[config.mk]
export PLATFORM = sky130hd
export DESIGN_NAME = vga_capture
export DESIGN_NICKNAME = d
export VERILOG_FILES = /design/src/rtl/vga_capture.sv
export SDC_FILE = /design/constraint.sdc
export NUM_CORES = 1
export LEC_CHECK = 0
export ABC_AREA = 1
export CAP_MARGIN = 10
export CORE_ASPECT_RATIO = 1.5
export CORE_MARGIN = 10
export CORE_UTILIZATION = 60
export DETAILED_ROUTE_END_ITERATION = 8
export DONT_BUFFER_PORTS = 1
export PLACE_DENSITY = 0.76
export SYNTH_ARGS = -nofsm -noshare
export SYNTH_HDL_FRONTEND = slang
export SYNTH_SLANG_ARGS = --single-unit
[constraint.sdc]
create_clock -name clk -period 6.4 [get_ports clk]
set_input_delay 0 -clock clk [delete_from_list [all_inputs] [get_ports clk]]
set_output_delay 0 -clock clk [all_outputs]
set_load 0.005 [all_outputs]
[src/rtl/vga_capture.sv]
`timescale 1ns/1ps
`default_nettype none
// ============================================================================
// Module   : vga_capture
// Purpose  : Locks onto a VGA-timed 12-bit RGB stream and writes the active
//            window into the 19-bit-addressed frame memory. Emits a frame-start
//            pulse on every VSYNC fall while locked and a sync-error pulse when
//            lock is lost.
// Options  : VGA_CAPTURE_HALFRATE_EN - write every other active pixel
//            (two clocks per stored word); undefined = full rate.
// Revision : 1.0 - initial release
// ============================================================================
module vga_capture #(
   parameter int H_TOTAL     = 800,
   parameter int V_TOTAL     = 521,
   parameter int H_ACT_START = 144,
   parameter int H_ACT       = 640,
   parameter int V_ACT_START = 31,
   parameter int V_ACT       = 480
) (
   input  logic        clk,
   input  logic        rst,
   input  logic        HSYNC,
   input  logic        VSYNC,
   input  logic [3:0]  RED,
   input  logic [3:0]  GRN,
   input  logic [3:0]  BLU,
   output logic [18:0] WriteAdd,
   output logic [11:0] WriteData,
   output logic        WriteEn,
   output logic        FrameStart,
   output logic        Locked,
   output logic        SyncErr
);

   // Counter comparison points, all in the 10-bit counter domain
   localparam logic [9:0] c_H_LAST    = 10'(H_TOTAL - 1);
   localparam logic [9:0] c_V_LAST    = 10'(V_TOTAL - 1);
   localparam logic [9:0] c_H_START   = 10'(H_ACT_START);
   localparam logic [9:0] c_H_END     = 10'(H_ACT_START + H_ACT);
   localparam logic [9:0] c_V_START   = 10'(V_ACT_START);
   localparam logic [9:0] c_V_END     = 10'(V_ACT_START + V_ACT);
   localparam logic [9:0] c_HCNT_SAT  = 10'h3FF;
`ifdef VGA_CAPTURE_HALFRATE_EN
   localparam int         c_WORDS     = (H_ACT / 2) * V_ACT;
`else
   localparam int         c_WORDS     = H_ACT * V_ACT;
`endif
   localparam logic [18:0] c_ADDR_MAX = 19'(c_WORDS - 1);

   typedef enum logic [1:0] {
      S_SEARCH  = 2'd0,
      S_ARMED   = 2'd1,
      S_CAPTURE = 2'd2
   } state_t;

   // Stage 1 and edge-detect history
   logic        r_hs;
   logic        r_vs;
   logic        r_hs_prev;
   logic        r_vs_prev;
   logic [11:0] r_rgb;

   // Timing counters and capture control
   logic [9:0]  r_hcnt;
   logic [9:0]  r_vcnt;
   logic [18:0] r_ptr;
   state_t      r_state;
   state_t      w_state_nxt;
   logic        r_bad_seen;
   logic        w_bad_seen_nxt;

   // Stage 2 output registers
   logic [18:0] r_write_add;
   logic [11:0] r_write_data;
   logic        r_write_en;
   logic        r_frame_start;
   logic        r_locked;
   logic        r_sync_err;

   logic        w_hs_fall;
   logic        w_vs_fall;
   logic        w_bad_line;
   logic        w_bad_frame;
   logic        w_hsat;
   logic        w_frame_start;
   logic        w_sync_err;
   logic        w_in_h;
   logic        w_in_v;
   logic        w_pix_sel;
   logic        w_active;
   logic        w_write;

   // Register raw sync and colour; idle (high) sync after reset so the first
   // real falling edge is seen as an edge.
   always_ff @(posedge clk or posedge rst) begin
      if (rst) begin
         r_hs      <= 1'b1;
         r_vs      <= 1'b1;
         r_hs_prev <= 1'b1;
         r_vs_prev <= 1'b1;
         r_rgb     <= 12'd0;
      end else begin
         r_hs      <= HSYNC;
         r_vs      <= VSYNC;
         r_hs_prev <= r_hs;
         r_vs_prev <= r_vs;
         r_rgb     <= {BLU, GRN, RED};
      end
   end

   assign w_hs_fall   = r_hs_prev & ~r_hs;
   assign w_vs_fall   = r_vs_prev & ~r_vs;
   // Both checks look at the counts as they stand before this edge clears them
   assign w_bad_line  = w_hs_fall && (r_hcnt != c_H_LAST);
   assign w_bad_frame = w_vs_fall && (r_vcnt != c_V_LAST);
   assign w_hsat      = (r_hcnt == c_HCNT_SAT);

   // Pixel and line counters; VSYNC clear wins over the line increment
   always_ff @(posedge clk or posedge rst) begin
      if (rst) begin
         r_hcnt <= 10'd0;
         r_vcnt <= 10'd0;
      end else begin
         if (w_hs_fall) begin
            r_hcnt <= 10'd0;
         end else if (!w_hsat) begin
            r_hcnt <= r_hcnt + 10'd1;
         end
         if (w_vs_fall) begin
            r_vcnt <= 10'd0;
         end else if (w_hs_fall) begin
            r_vcnt <= r_vcnt + 10'd1;
         end
      end
   end

   // Lock state register and the "bad line seen while armed" flag
   always_ff @(posedge clk or posedge rst) begin
      if (rst) begin
         r_state    <= S_SEARCH;
         r_bad_seen <= 1'b0;
      end else begin
         r_state    <= w_state_nxt;
         r_bad_seen <= w_bad_seen_nxt;
      end
   end

   // Lock sequencing: SEARCH -> ARMED on any VSYNC fall, ARMED -> CAPTURE
   // after one clean frame, CAPTURE -> SEARCH on any timing violation.
   always_comb begin
      w_state_nxt    = r_state;
      w_bad_seen_nxt = r_bad_seen;
      w_frame_start  = 1'b0;
      w_sync_err     = 1'b0;
      case (r_state)
         S_SEARCH: begin
            if (w_vs_fall) begin
               w_state_nxt    = S_ARMED;
               w_bad_seen_nxt = 1'b0;
            end
         end
         S_ARMED: begin
            if (w_vs_fall) begin
               if (!w_bad_frame && !w_bad_line && !w_hsat && !r_bad_seen) begin
                  w_state_nxt   = S_CAPTURE;
                  w_frame_start = 1'b1;
               end
               // Either way a new observation frame starts here
               w_bad_seen_nxt = 1'b0;
            end else if (w_bad_line || w_hsat) begin
               w_bad_seen_nxt = 1'b1;
            end
         end
         S_CAPTURE: begin
            if (w_bad_line || w_bad_frame || w_hsat) begin
               w_state_nxt = S_SEARCH;
               w_sync_err  = 1'b1;
            end else if (w_vs_fall) begin
               w_frame_start = 1'b1;
            end
         end
         default: begin
            w_state_nxt = S_SEARCH;
         end
      endcase
   end

   assign w_in_h = (r_hcnt >= c_H_START) && (r_hcnt < c_H_END);
   assign w_in_v = (r_vcnt >= c_V_START) && (r_vcnt < c_V_END);
`ifdef VGA_CAPTURE_HALFRATE_EN
   // Even offset from the first active pixel <=> same LSB as the start count
   assign w_pix_sel = (r_hcnt[0] == c_H_START[0]);
`else
   assign w_pix_sel = 1'b1;
`endif
   // An error detected this cycle already blocks the write it coincides with
   assign w_active = (r_state == S_CAPTURE) && !w_sync_err && w_in_h && w_in_v && w_pix_sel;
   assign w_write  = w_active && (r_ptr <= c_ADDR_MAX);

   // Write pointer: restarts every frame, stops at the top of the buffer
   always_ff @(posedge clk or posedge rst) begin
      if (rst) begin
         r_ptr <= 19'd0;
      end else if (w_vs_fall) begin
         r_ptr <= 19'd0;
      end else if (w_write) begin
         r_ptr <= r_ptr + 19'd1;
      end
   end

   // Stage 2: memory write port and status pulses
   always_ff @(posedge clk or posedge rst) begin
      if (rst) begin
         r_write_add   <= 19'd0;
         r_write_data  <= 12'd0;
         r_write_en    <= 1'b0;
         r_frame_start <= 1'b0;
         r_locked      <= 1'b0;
         r_sync_err    <= 1'b0;
      end else begin
         r_write_en    <= w_write;
         if (w_write) begin
            r_write_add  <= r_ptr;
            r_write_data <= r_rgb;
         end
         r_frame_start <= w_frame_start;
         r_sync_err    <= w_sync_err;
         r_locked      <= (w_state_nxt == S_CAPTURE);
      end
   end

   assign WriteAdd   = r_write_add;
   assign WriteData  = r_write_data;
   assign WriteEn    = r_write_en;
   assign FrameStart = r_frame_start;
   assign Locked     = r_locked;
   assign SyncErr    = r_sync_err;

endmodule
`default_nettype wire

After elaboration in Yosys (flattened, before gate mapping):

Cells that the tools add are included.

* $lt $le $gt $ge: 5
* bitwise operators: 4
* add/sub/neg operators: 3
* reduce and logical (&&, ||, !) cells: 24
* muxes and demuxes: 22
* equal/unequal tests: 9

Operators with widths (number)
* $mux 10: 4
* $mux 19: 2
* $add 10x1->10 const B: 2
* $ne 10x10->1 const B: 2
* $add 19x1->19 const B: 1
* $le 19x19->1 const B: 1
* $logic_and 1x1->1: 11
* $eq 10x10->1 const B: 1
* $ge 10x5->1 const B: 1
* $ge 10x8->1 const B: 1
* $lt 10x10->1 const B: 1
* $lt 10x9->1 const B: 1
* $mux 1: 9
* $mux 2: 4
* $pmux 2 s3: 1
* $reduce_bool 2->1: 3
* $logic_not 1->1: 5
* $eq 2x2->1 const B: 2
* $ne 2x2->1 const B: 2
* $pmux 1 s2: 2
* $logic_or 1x1->1: 3
* $ne 3x3->1 const B: 1
* $reduce_and 3->1: 1
* $and 1x1->1: 2
* 3 further kinds: 4

* word-level logic and storage cells: 83
* bits in registers: 93
* bits of input ports: 16

Longest topological paths before layout:

Gate-level depths: netlist of run 1.

* depth in word-level cells: 14
* mapped depth: 14
* mapped depth without buffers: 13

Least setup slack after synthesis of run 1:

OpenSTA, ideal clock, no wires.

* path type: register to register
* from: register r_ptr[0]
* to: register r_ptr[2]
* stages on the path, launching flop included: 13
* period minus slack after synthesis: 1.896 ns
* arrival: 1.780 ns
* library setup time: 0.117 ns
* path buffers: 2
* path slack: 4.504 ns
* cells stage by stage: dfrtp_1 ha_1 nand2_1 inv_2 nand2_2 nor2_2 nand3b_1 o21ai_1 nand3_2 buf_6 buf_4 nand3_1 nand2_1

* longest elaborated chain between the ends: 3
* elaborated cells on any way between the ends: 6
* those cells by class: add/sub (1); order compare (1); mux (2); reduce/logical (2)

RTL lines
* from (decl): line 67 `logic [18:0] r_ptr;`
* from (signal assigned): line 208 `r_ptr <= r_ptr + 19'd1;`
* $add 19x1->19 / $le 19x19->1 (equally long branches): line 208, 199
* $mux 19 / $logic_and 1x1->1 (equally long branches): line 207, 199
* $mux 19 / $reduce_bool 2->1 (equally long branches)

Several ways; a longest one is shown, not always the timed one. The select of a mux whose other input is x is not followed.
A chain may end at the register's enable or synchronous reset.

Worst setup path in the final report of run 1:

* from: register r_hs_prev
* to: register r_ptr[12]

* longest elaborated chain between the ends: 12

RTL lines
* from (decl): line 60 `logic r_hs_prev;`
* from (signal assigned): line 106 `r_hs_prev <= r_hs;`
* $and 1x1->1: line 112 `assign w_hs_fall = r_hs_prev & ~r_hs;`
* $logic_and 1x1->1: line 115 `assign w_bad_line = w_hs_fall && (r_hcnt != c_H_LAST);`
* $logic_or 1x1->1 (2 in series): line 176 `if (w_bad_line || w_bad_frame || w_hsat) begin`
* $mux 1: line 176
* $mux 1: line 156 `case (r_state)`
* $logic_not 1->1: line 198 `assign w_active = (r_state == S_CAPTURE) && !w_sync_err && w_in_h && w_in_v && w_pix_sel;`
* $logic_and 1x1->1 (3 in series): line 198
* $logic_and 1x1->1: line 199 `assign w_write = w_active && (r_ptr <= c_ADDR_MAX);`
* $reduce_bool 2->1 (no source line)

Every way passes these cells.

==> results of run 1 <==
-- power by group --
| part | internal [uW] | total (uW) | switching [uW] |
|---|---|---|---|
| registers | 616 | 640 | 23.9 |
| logic | 43.1 | 122 | 78.6 |
| clock network | 158 | 382 | 224 |
| total | 817 | 1140 | 327 |
-- layout by cell type, fill, tap and decap left out, types with 9 or more instances in the layout --
master,netlist,routed
o21ai_1,16,16
clkbuf_8,0,10
nand3_1,41,41
xor2_1,13,13
dfrtp_1,89,89
nor3_1,13,13
o21ai_0,14,14
nor2_1,54,54
dlygate4sd3_1,0,15
a21oi_1,13,13
nand4_1,13,13
nand2_1,159,159
ha_1,9,9
inv_1,48,47
-- per-stage QoR --
stage | power (uW) | instance area, um^2 | worst slack, ps | hold slack, ps
2_1_floorplan | 736.1 | 4425 | 3986 | 4.478
3_3_place_gp | 759.2 | 4468 | 3645 | -99.55
3_5_place_dp | 766.2 | 4468 | 3519 | -93.48
4_1_cts | 1150 | 4808 | 3522 | 75.29
5_1_grt | 1201 | 4808 | 3234 | 112.2
6_report | 1144 | 4808 | 3485 | 87.72
-- logic make-up (layout without fill, tap and decap cells) --
kind of cell / Yosys count / count (layout) / synth area share, %
adder cells (fa/ha/maj): 9 / 9 / 2.545
AND/OR/NAND/NOR: 292 / 292 / 28.02
flip-flops: 93 / 93 / 52.70
XOR/XNOR: 13 / 13 / 2.573
AO/OA/AOI/OAI: 56 / 56 / 6.927
buffers and inverters: 74 / 91 / 7.238
-- cell type report --
type / count / area share (%)
multi-input combinational: 370 / 36.87
sequential: 93 / 48.50
clock inverter: 6 / 1.093
timing repair buffer: 18 / 3.591
clock buffer: 10 / 2.862
inverter: 57 / 4.476
tap: 100 / 2.602
-- routing by layer --
metal	global-route usage [%]	vias up
met4	7.331	0
met3	5.269	15
met2	29.85	55
li1	-	1743
met5	0	-
met1	18.22	1700
-- what timing repair did --
action                                  CTS  global route
endpoints found under the setup margin    0             0
hold buffers                             15             0
hold endpoints to repair                 42             0
-- flip-flops by register name, indices dropped and copies added, names as in the netlist --
register	flops
Locked	1
r_state	2
r_vs_prev	1
WriteEn	1
r_bad_seen	1
r_rgb	12
r_ptr	19
r_vs	1
WriteData	12
r_hcnt	10
FrameStart	1
r_hs	1
r_hs_prev	1
WriteAdd	19
SyncErr	1
r_vcnt	10
-- worst max-delay path by stage --
stage                              from                     to  depth (start not counted)
global route        r_hs_prev$_DFF_PP1_  r_ptr[18]$_DFFE_PP0P_                         10
CTS                 r_hs_prev$_DFF_PP1_  r_ptr[12]$_DFFE_PP0P_                         10
floorplan                           rst   FrameStart$_DFF_PP0_                          1
finish              r_hs_prev$_DFF_PP1_  r_ptr[12]$_DFFE_PP0P_                         10
global placement    r_hs_prev$_DFF_PP1_   r_ptr[6]$_DFFE_PP0P_                         10
detailed placement  r_hs_prev$_DFF_PP1_  r_ptr[11]$_DFFE_PP0P_                         10
==> impl_results.md, run 1 <==
* Register Area at 0.002332 mm^2
* Core region area at 0.007227 mm^2
* Gate Count Post-Synth at 537
* HPWL Detailed at 6542 um
* Worst Tran Pin Value at 966.2 ps
* Max Freq at between 300 and 400 MHz
* Chip width at 90.12 um
* Yosys top cell by area: dfrtp_1
* GRT Util Overall at 16.93%
* Worst-path maximum fanout at 66
* Top cells by area, synth: dfrtp_1 50%, nand2_1 13%, nand3_1 4.6%, nor2_1 4.6%, inv_1 4.1%
* Skew final at 12.21 ps
* First-pass DRT Iterations at 4
* Max-slew violations at 0
* Largest net degree at the start of global routing at 67
* RR Startpoint: r_hs_prev$_DFF_PP1_
* Worst vdd ir at 0.1779 mV
* DRC violation count after routing at 0
* Starting Density at between 60% and 70%
* Setup crit start kind: register
* Core Util, Final at 66.53%
* Worst-case clock buffer depth at 2
* Area of the multi-input gates at 0.001773 mm^2
* R2r setup slk at 3480 ps
* Die ar. at 0.01128 mm^2
* Synth top area share at 50.33%
* CP required at ~6700 ps
* CTS tree: done
* Initial antenna violation count at 0
* Crit path top cell by count: nand2_1
* Met1 WL at 3840 um
* Final setup fails at 0
* Die Ht at 125.2 um
* Critical path's top delay family: simple AND/OR/NAND/NOR gates
* DR WL met3 at 386 um
* Htree depth at 3
* Min-delay worst type: in -> async
* Max Used Layer: met4
* Unrepaired setup endpoints after global routing: false
* Fraction of final layout cells sized beyond drive strength 1 at slightly above 7%
* DR WL met2 at 5021 um
* Post-DR vias/cell at 5.372
* Global-route wire length before repair at 15820 um
* Leak pwr at 0.002343 uW
* Crit Path Class: reg -> reg
* Most common cell in the netlist: nand2_1
* Routed wire length at 9465 um
* GPL Wtd Cong at between 0.8 and 0.9
* Critical path buffer and inverter count at 2
* Max stage delay on crit path at 580 ps
* CTS clk-pin slew, worst paths at 100 ps
* EDFF count, synth at 0
* Period utilization at between 40% and 50%
* Area of the mapped netlist at 0.004425 mm^2
* Via count at approximately 3.5k
* Crit. End Element: register
* # rows at 38
* Status: finished, final reports clean
* Root Driver: clkbuf_8
* Crit path DAT at 3180 ps
* Nets@finish at 574
* Setup tns final at 0 ps
* Syn_nets at around 560
* PD cells at 237.9 mW/mm^2
* Post-CTS Setup Inserts at 0
* Min Clock Period, post-route at 2915 ps
* Global route overflow at 0
* Skew-Pair Late Insertion Delay at around 380 ps
* Slew headroom at 35.19%
* Antenna cells at 0
* Syn Area/Cell at 8.241 um^2
* Synth Register Bits at 93
* Dpl cells at ~620
* Ys flop type: dfrtp_1
* Clock Sinks at 93
* DR iter-0 viols at 232
* Yosys warning count at 0
* Fin cells at between 600 and 700
* PortBufs at 0
* Crit-path slowest cell: nor2_1
* Fillers at 606
* Io pins at between 50 and 60
* Area delta synth->final at 8.651%
* Post-route ant nets at 0
* Worst r2r path cells at 10
* Vias in the first global route at 3415
* Final Hold Vio Count at 0
* Seq/Total Area, Yosys at 52.70%
* Num CTS Buffers at 9
* Netlist cell types at 31
* Worst path cell trace: inv_1, nor2_1, nand2_1, nand3_1, nor2_2, nand3_2, buf_4, nand2_2, nand2_1, nand2_1
* WL/cell at about 14 um
* Post-synth ARST share at between 90% and 100%
* Max cap viols at 0
* # resized after CTS at 0
* Reg-to-reg endpoint: r_ptr[12]$_DFFE_PP0P_
* Synth cell count leaders: 159 x nand2_1, 89 x dfrtp_1, 54 x nor2_1
Note: power is estimated with default switching activity, not from simulation.
==> run 2, diff against run 1 <==
- ABC_AREA: 1 -> 0
- CORE_UTILIZATION: 60 -> 57
- PLACE_DENSITY: 0.76 -> 0.75
- clock period: 6.4 -> 2.47 ns (I/O delays scaled with it)
==> run 2 against run 1 <==
Effect of this change:
- global-route usage is 0.49 points lower
- critical endpoint is now r_ptr[11]$_DFFE_PP0P_
- largest power group unchanged
- critical path depth decreased by 2
- synthesized cell count down 23%
- setup slack worse by 3400 ps
- highest routed layer unchanged
==> impl_results.md, run 2 <==
* Max stage delay on crit path at 450 ps (-130 ps)
* Commonest non-fill, non-tap cells in the layout: 109 x nand2_1, 89 x dfrtp_1, 33 x buf_4
* Yosys top cell by area: dfrtp_1
* Antenna cells at 0 (unchanged)
* Syn_nets at 439 (-22%)
* Largest net degree at the start of global routing at 37 (-45%)
* Syn Area/Cell at 9.868 um^2 (+20%)
* Vias in the first global route at 2993 (-12%)
* Area delta synth->final at 18.10%
* Chip width at 89.12 um (-1.1%)
* Global-route wire length before repair at 14320 um (-9.5%)
* CTS tree: done
* Min-delay worst type: in -> async
* Synth Register Bits at 93 (unchanged)
* Worst vdd ir at 0.5417 mV (+200%)
* Nets@finish at 482 (-16%)
* Clock Sinks at 93 (unchanged)
* PD cells at 648.7 mW/mm^2 (+170%)
* Crit. End Element: register
* DR iter-0 viols at 177 (-24%)
* Worst path cell trace: ha_1, and2_1, nand4_1, nor2_1, o211ai_4, buf_12, or4_1, a21oi_1
* Crit path DAT at 2660 ps (-520 ps)
* Setup crit start kind: register
* Die Ht at 123.7 um (-1.2%)
* Slew headroom at 59.12% (+24 points)
* Area of the mapped netlist at 0.004085 mm^2 (-7.7%)
* Max-slew violations at 0 (unchanged)
* Design Power at 3130 uW (+170%)
* DRC violation count after routing at 0 (unchanged)
* Max cap viols at 0 (unchanged)
* HPWL Detailed at 5743 um (-12%)
* Top cells by area, synth: dfrtp_1 55%, nand2_1 10%, nor2_1 2.8%, ha_1 2.8%, dfstp_2 2.6%
* R2r setup slk at 100 ps (-3380 ps)
* Skew final at 7.719 ps (-4.486 ps)
* Crit Path Class: reg -> reg
* Gate Count Post-Synth at 414 (-23%)
* Worst Tran Pin Value at 612.4 ps (-353.8 ps)
* Initial antenna violation count at 0 (unchanged)
* Ys flop type: dfrtp_1
* Routed wire length at 8909 um (-5.9%)
* CTS clk-pin slew, worst paths at 90 ps (about the same)
* Seq/Total Area, Yosys at 57.09% (+4.4 points)
* GRT Util Overall at 16.44% (-0.49 points)
* Fin cells at 540 (-17%)
* Starting Density at 58.83% (-2.4 points)
* Skew-Pair Late Insertion Delay at 370 ps (about the same)
* Status: finished, final reports clean
* Post-DR vias/cell at 5.831 (+8.6%)
* CP required at 2770 ps (-3890 ps)
* Global route overflow at 0 (unchanged)
* Yosys warning count at 0 (unchanged)
* Root Driver: clkbuf_8
* Max Freq at 422.5 MHz (+23%)
* Period utilization at 95.83% (+50 points)
* Worst-case clock buffer depth at 2 (unchanged)
* Min Clock Period, post-route at 2367 ps (-548.3 ps)
* Post-route ant nets at 0 (unchanged)
* Via count at 3149 (-10%)
* Worst-path maximum fanout at 15 (-77%)
* Reg-to-reg endpoint: r_ptr[11]$_DFFE_PP0P_
* Dpl cells at 498 (-20%)
* EDFF count, synth at 0 (unchanged)
* Synth cell count leaders: 110 x nand2_1, 89 x dfrtp_1, 31 x nor2_1
* Crit-path slowest cell: dfrtp_1
* Most common cell after layout, fill and taps aside: nand2_1
* Core region area at 0.006944 mm^2 (-3.9%)
* Final Hold Vio Count at 0 (unchanged)
* Leak pwr at 0.002330 uW (-0.55%)
* Worst r2r path cells at 8 (-2)
* Fraction of final layout cells sized beyond drive strength 1 at 14.72% (+7.5 points)
* WL/cell at 16.50 um (+14%)
* Htree depth at 3 (unchanged)
* # rows at 37 (-2.6%)
* Fillers at 501 (-17%)
* Most common cell in the netlist: nand2_1
* Final setup fails at 0 (unchanged)
* Synth top area share at 54.52% (+4.2 points)
* Io pins at 51 (unchanged)
* GPL Wtd Cong at 0.8203 (-1.2%)
* PortBufs at 0 (unchanged)
* Num CTS Buffers at 9 (unchanged)
* Netlist cell types at 40 (+29%)
* First-pass DRT Iterations at 4 (unchanged)
* Post-synth ARST share at 100.0% (unchanged)
* Die ar. at 0.01102 mm^2 (-2.3%)
* RR Startpoint: r_ptr[0]$_DFFE_PP0P_
-- run 2: changes by cell type after synthesis, moves of 11 or more --
| cell | previous run | this run |
|---|---|---|
| inv_1 | 48 | 13 |
| o31ai_1 | 0 | 11 |
| nand2_1 | 159 | 110 |
| nor2_1 | 54 | 31 |
| nand3_1 | 41 | 11 |
| o21ai_1 | 16 | 0 |
-- run 2: cell type report --
cell class / instances / area, um^2 / area share, %
clock inverter: 7 / 122.6 / 2.542
timing repair buffer: 51 / 462.9 / 9.595
tap: 78 / 97.59 / 2.023
clock buffer: 9 / 123.9 / 2.567
multi-input combinational: 289 / 1635 / 33.90
inverter: 13 / 50.05 / 1.037
sequential: 93 / 2332 / 48.34
-- run 2: worst max path at each step --
stage                           from                  endpoint  slack [ps]  depth (start not counted)
2_1_floorplan                    rst      FrameStart$_DFF_PP0_          60                          1
3_3_place_gp   r_hcnt[1]$_DFFE_PP0P_  WriteAdd[11]$_DFFE_PP0P_          80                          9
3_5_place_dp   r_hcnt[1]$_DFFE_PP0P_  WriteData[6]$_DFFE_PP0P_         -20                          9
4_1_cts        r_hcnt[1]$_DFFE_PP0P_      r_ptr[6]$_DFFE_PP0P_          -3                          8
5_1_grt        r_hcnt[1]$_DFFE_PP0P_      r_ptr[9]$_DFFE_PP0P_          -3                          8
6_report        r_ptr[0]$_DFFE_PP0P_     r_ptr[11]$_DFFE_PP0P_         100                          8
-- run 2: cell families (layout without fill, tap and decap cells) --
| family | count (synthesis) | after routing | synth area share (%) |
|---|---|---|---|
| buffers and inverters | 33 | 80 | 3.614 |
| AO/OA/AOI/OAI | 55 | 56 | 9.372 |
| flip-flops | 93 | 93 | 57.09 |
| XOR/XNOR | 14 | 14 | 3.001 |
| AND/OR/NAND/NOR | 207 | 207 | 23.43 |
| adder cells (fa/ha/maj) | 9 | 9 | 2.757 |
| multiplexers | 3 | 3 | 0.7351 |
-- run 2: critical path, delay by kind of cell (launching register included) --
kind,cells,cell delay [ps]
AOI/OAI and AO/OA,2,340
and+or+nand+nor,4,1080
adders and majority gates,1,220
buffers and inverters,1,190
DFF,1,450
-- run 2: stage by stage --
| stage | TNS (ps) | hold WS (ps) | utilization (%) | area (um^2) | worst slack (ps) |
|---|---|---|---|---|---|
| after CTS | -3.278 | 156.7 | 67.53 | 4690 | -3.278 |
| after global routing | -4.555 | 163.9 | 69.48 | 4825 | -2.767 |
| after global placement | 0 | -39.20 | 61.82 | 4293 | 84.26 |
| after detailed placement | -266.2 | -25.07 | 61.82 | 4293 | -23.83 |
| final | 0 | 146.1 | 69.48 | 4825 | 103.1 |
| after floorplan | 0 | 4.478 | - | 4085 | 56.31 |
-- run 2: power by group --
group | internal [uW] | leakage (uW) | total, uW | switching (uW)
Clock | 679 | 0.000121 | 1220 | 544
Sequential | 1580 | 0.00125 | 1630 | 48.7
Combinational | 120 | 0.000960 | 275 | 155
Total | 2380 | 0.00233 | 3130 | 749
-- run 2: repair_timing --
item / 4_1_cts / 5_1_grt
hold buffers: 15 / 0
endpoints found under the hold margin: 46 / 0
resized for setup: 1 / 4
gates cloned: 0 / 2
setup endpoints to repair: 25 / 40
pin swaps: 0 / 3
buffers inserted: 0 / 9
-- run 2: routing by layer --
| layer | wire length (um) | track usage, % | share of wire (%) |
|---|---|---|---|
| met1 | 3628 | 19.69 | 41 |
| met2 | 4411 | 26.10 | 50 |
| met3 | 753 | 6.732 | 8.5 |
| met4 | 114 | 5.689 | 1.3 |
| met5 | 0 | 0 | 0 |
==> run 3, diff against run 2 <==
- CORE_UTILIZATION: 57 -> 59
- CTS_BUF_LIST: not set -> sky130_fd_sc_hd__clkbuf_8
- PLACE_DENSITY: 0.75 -> 0.78
==> run 3 against run 2 <==
Effect of this change:
- sequential share of layout area up 0.29 points
- die area down 2.7%
- final area down 0.60%
- critical path type unchanged
- largest power group unchanged
==> impl_results.md, run 3 (same netlist as run 2, synthesis figures left out) <==
* Num CTS Buffers at 9 (unchanged)
* GPL Wtd Cong at 0.8361 (+1.9%)
* Unrepaired setup endpoints after global routing: true
* Skew-Pair Late Insertion Delay at 360 ps (about the same)
* Global-route wire length before repair at 14740 um (+2.9%)
* PortBufs at 0 (unchanged)
* Min-delay worst type: in -> reg
* Post-route ant nets at 0 (unchanged)
* Setup tns final at 0 ps (unchanged)
* Worst Tran Pin Value at 781.3 ps (+168.8 ps)
* Final Hold Vio Count at 0 (unchanged)
* Net Switching at 752.9 uW (+0.59%)
* GRT Util Overall at 17.35% (+0.91 points)
* Commonest non-fill, non-tap cells in the layout: 109 x nand2_1, 89 x dfrtp_1, 30 x nor2_1
* DRC violation count after routing at 0 (unchanged)
* DR iter-0 viols at 191 (+7.9%)
* Period utilization at 97.23% (+1.4 points)
* CTS tree: done
* Slew headroom at 47.85% (-11 points)
* Setup crit start kind: register
* Nets@finish at 478 (-0.83%)
* Max stage delay on crit path at 410 ps (-40 ps)
* Initial antenna violation count at 0 (unchanged)
* Worst-case clock buffer depth at 2 (unchanged)
* HPWL Detailed at 5915 um (+3.0%)
* First-pass DRT Iterations at 5 (+1)
* Worst-path maximum fanout at 7 (-8)
* CTS clk-pin slew, worst paths at 90 ps (about the same)
* Crit. End Element: register
* Status: finished, final reports clean
* Final Worst Setup Slack at 68.53 ps (-34.54 ps)
* PD cells at 632.6 mW/mm^2 (-2.5%)
* Crit Path Class: reg -> reg
* CP required at 2710 ps (-60 ps)
* Final setup fails at 0 (unchanged)
* Leak pwr at 0.002290 uW (-1.7%)
* Max-slew violations at 0 (unchanged)
* Antenna cells at 0 (unchanged)
* Core Util, Final at 70.47% (+1.0 points)
* Worst vdd ir at 0.6290 mV (+16%)
* Die Ht at 121.9 um (-1.4%)
* Crit-path slowest cell: dfrtp_1
* Via count at 3145 (-0.13%)
* Clock Sinks at 93 (unchanged)
* Crit path DAT at 2640 ps (-20 ps)
* Sw Share at 24.82% (+0.90 points)
* Starting Density at 60.03% (+1.2 points)
* Area delta synth->final at 17.40%
* Htree depth at 3 (unchanged)
* Io pins at 51 (unchanged)
* Comb power frac at 9.0% (+0.2 points)
* Post-DR vias/cell at 5.868 (+0.62%)
* Skew final at 13.63 ps (+5.915 ps)
* Routed wire length at 9344 um (+4.9%)
* Clock share of power at 37.0% (-2.1 points)
* Crit path top cell by count: buf_4
* Fraction of final layout cells sized beyond drive strength 1 at 14.85% (+0.13 points)
* Die ar. at 0.01072 mm^2 (-2.7%)
* Internal power at 2281 uW (-4.2%)
* Max cap viols at 0 (unchanged)
* Root Driver: clkbuf_8
* Global route overflow at 0 (unchanged)
* Dpl ws at -38.60 ps (-14.77 ps)
* Min Clock Period, post-route at 2401 ps (+34.54 ps)
* Chip width at 87.94 um (-1.3%)
* Most common cell after layout, fill and taps aside: nand2_1
* Flop pwr share at 53.9% (+1.8 points)
* Largest net degree at the start of global routing at 49 (+32%)
* Core region area at 0.006805 mm^2 (-2.0%)
* Max Freq at 416.4 MHz (-1.4%)
* WL/cell at 17.43 um (+5.7%)
* # rows at 37 (unchanged)
* Worst path cell trace: ha_4, nand2_2, o41ai_4, o2111a_2, buf_12, o211ai_4, buf_4, buf_4, o31ai_1, a21oi_1
* Vias in the first global route at 2990 (-0.10%)
## run 3: cell count changes in the layout (fill, tap and decap cells not counted), sizes merged
| cell | before | now |
|---|---|---|
| buf | 35 | 32 |
| bufinv | 3 | 2 |
| clkbuf | 10 | 9 |
| inv | 13 | 14 |
## run 3: through the flow
stage          std cells  total power (uW)  cell area (um^2)  hold slack (ps)
6_report             536              3034              4796            189.4
5_1_grt              536              3158              4796            166.8
4_1_cts              531              3042              4687            170.2
3_5_place_dp         497              1908              4285            4.613
3_3_place_gp         497              1890              4285            4.618
2_1_floorplan        414              1837              4085            4.478
## run 3: final timing paths
kind	from	cells after the start	slack [ps]	to
setup reg to reg	r_hcnt[0]$_DFFE_PP0P_	10	70	r_ptr[15]$_DFFE_PP0P_
hold reg to reg	r_hs$_DFF_PP1_	0	370	r_hs_prev$_DFF_PP1_
min in group asynchronous	rst	2	220	r_rgb[7]$_DFF_PP0_
max in group asynchronous	rst	3	1510	r_vs_prev$_DFF_PP1_
setup / recovery	r_hcnt[0]$_DFFE_PP0P_	10	70	r_ptr[15]$_DFFE_PP0P_
hold / removal	HSYNC	1	190	r_hs$_DFF_PP1_
## run 3: per-layer routing
| layer | part of all wire [%] | global-route usage, % | up-vias |
|---|---|---|---|
| met3 | 8.0 | 6.212 | 20 |
| met2 | 53 | 30.02 | 119 |
| met1 | 37 | 18.57 | 1527 |
| li1 | - | - | 1479 |
| met5 | 0 | 0 | - |
| met4 | 2.0 | 7.000 | 0 |
## run 3: what timing repair did
item,4_1_cts,5_1_grt
setup endpoints to repair,3,16
cloned,1,0
endpoints found under the hold margin,56,0
buffers inserted,2,5
resized for setup,0,15
pin swaps,1,4
hold buffers,15,0
## run 3: area by class of cell
cell class / count / area, um^2
Clock buffer: 9 / 123.9
Clock inverter: 7 / 100.1
Fill cell: 471 / 2009
Inverter: 13 / 50.05
Multi-Input combinational cell: 289 / 1673
Sequential cell: 93 / 2332
Tap cell: 78 / 97.59
Timing Repair Buffer: 47 / 419.2
## run 3: critical path, delay by kind of cell (launching register included)
family | cells | cell delay, ps
simple gates | 1 | 100
fa+ha+maj | 1 | 160
buf+inv | 3 | 460
compound gates | 5 | 1150
flops | 1 | 410
## run 3: power groups by stage
stage	Sequential (uW)	Clock (uW)	Combinational, uW
6_report	1640	1120	274
5_1_grt	1640	1200	314
4_1_cts	1630	1140	270
3_5_place_dp	1660	0	248
3_3_place_gp	1650	0	236
2_1_floorplan	1650	0	187
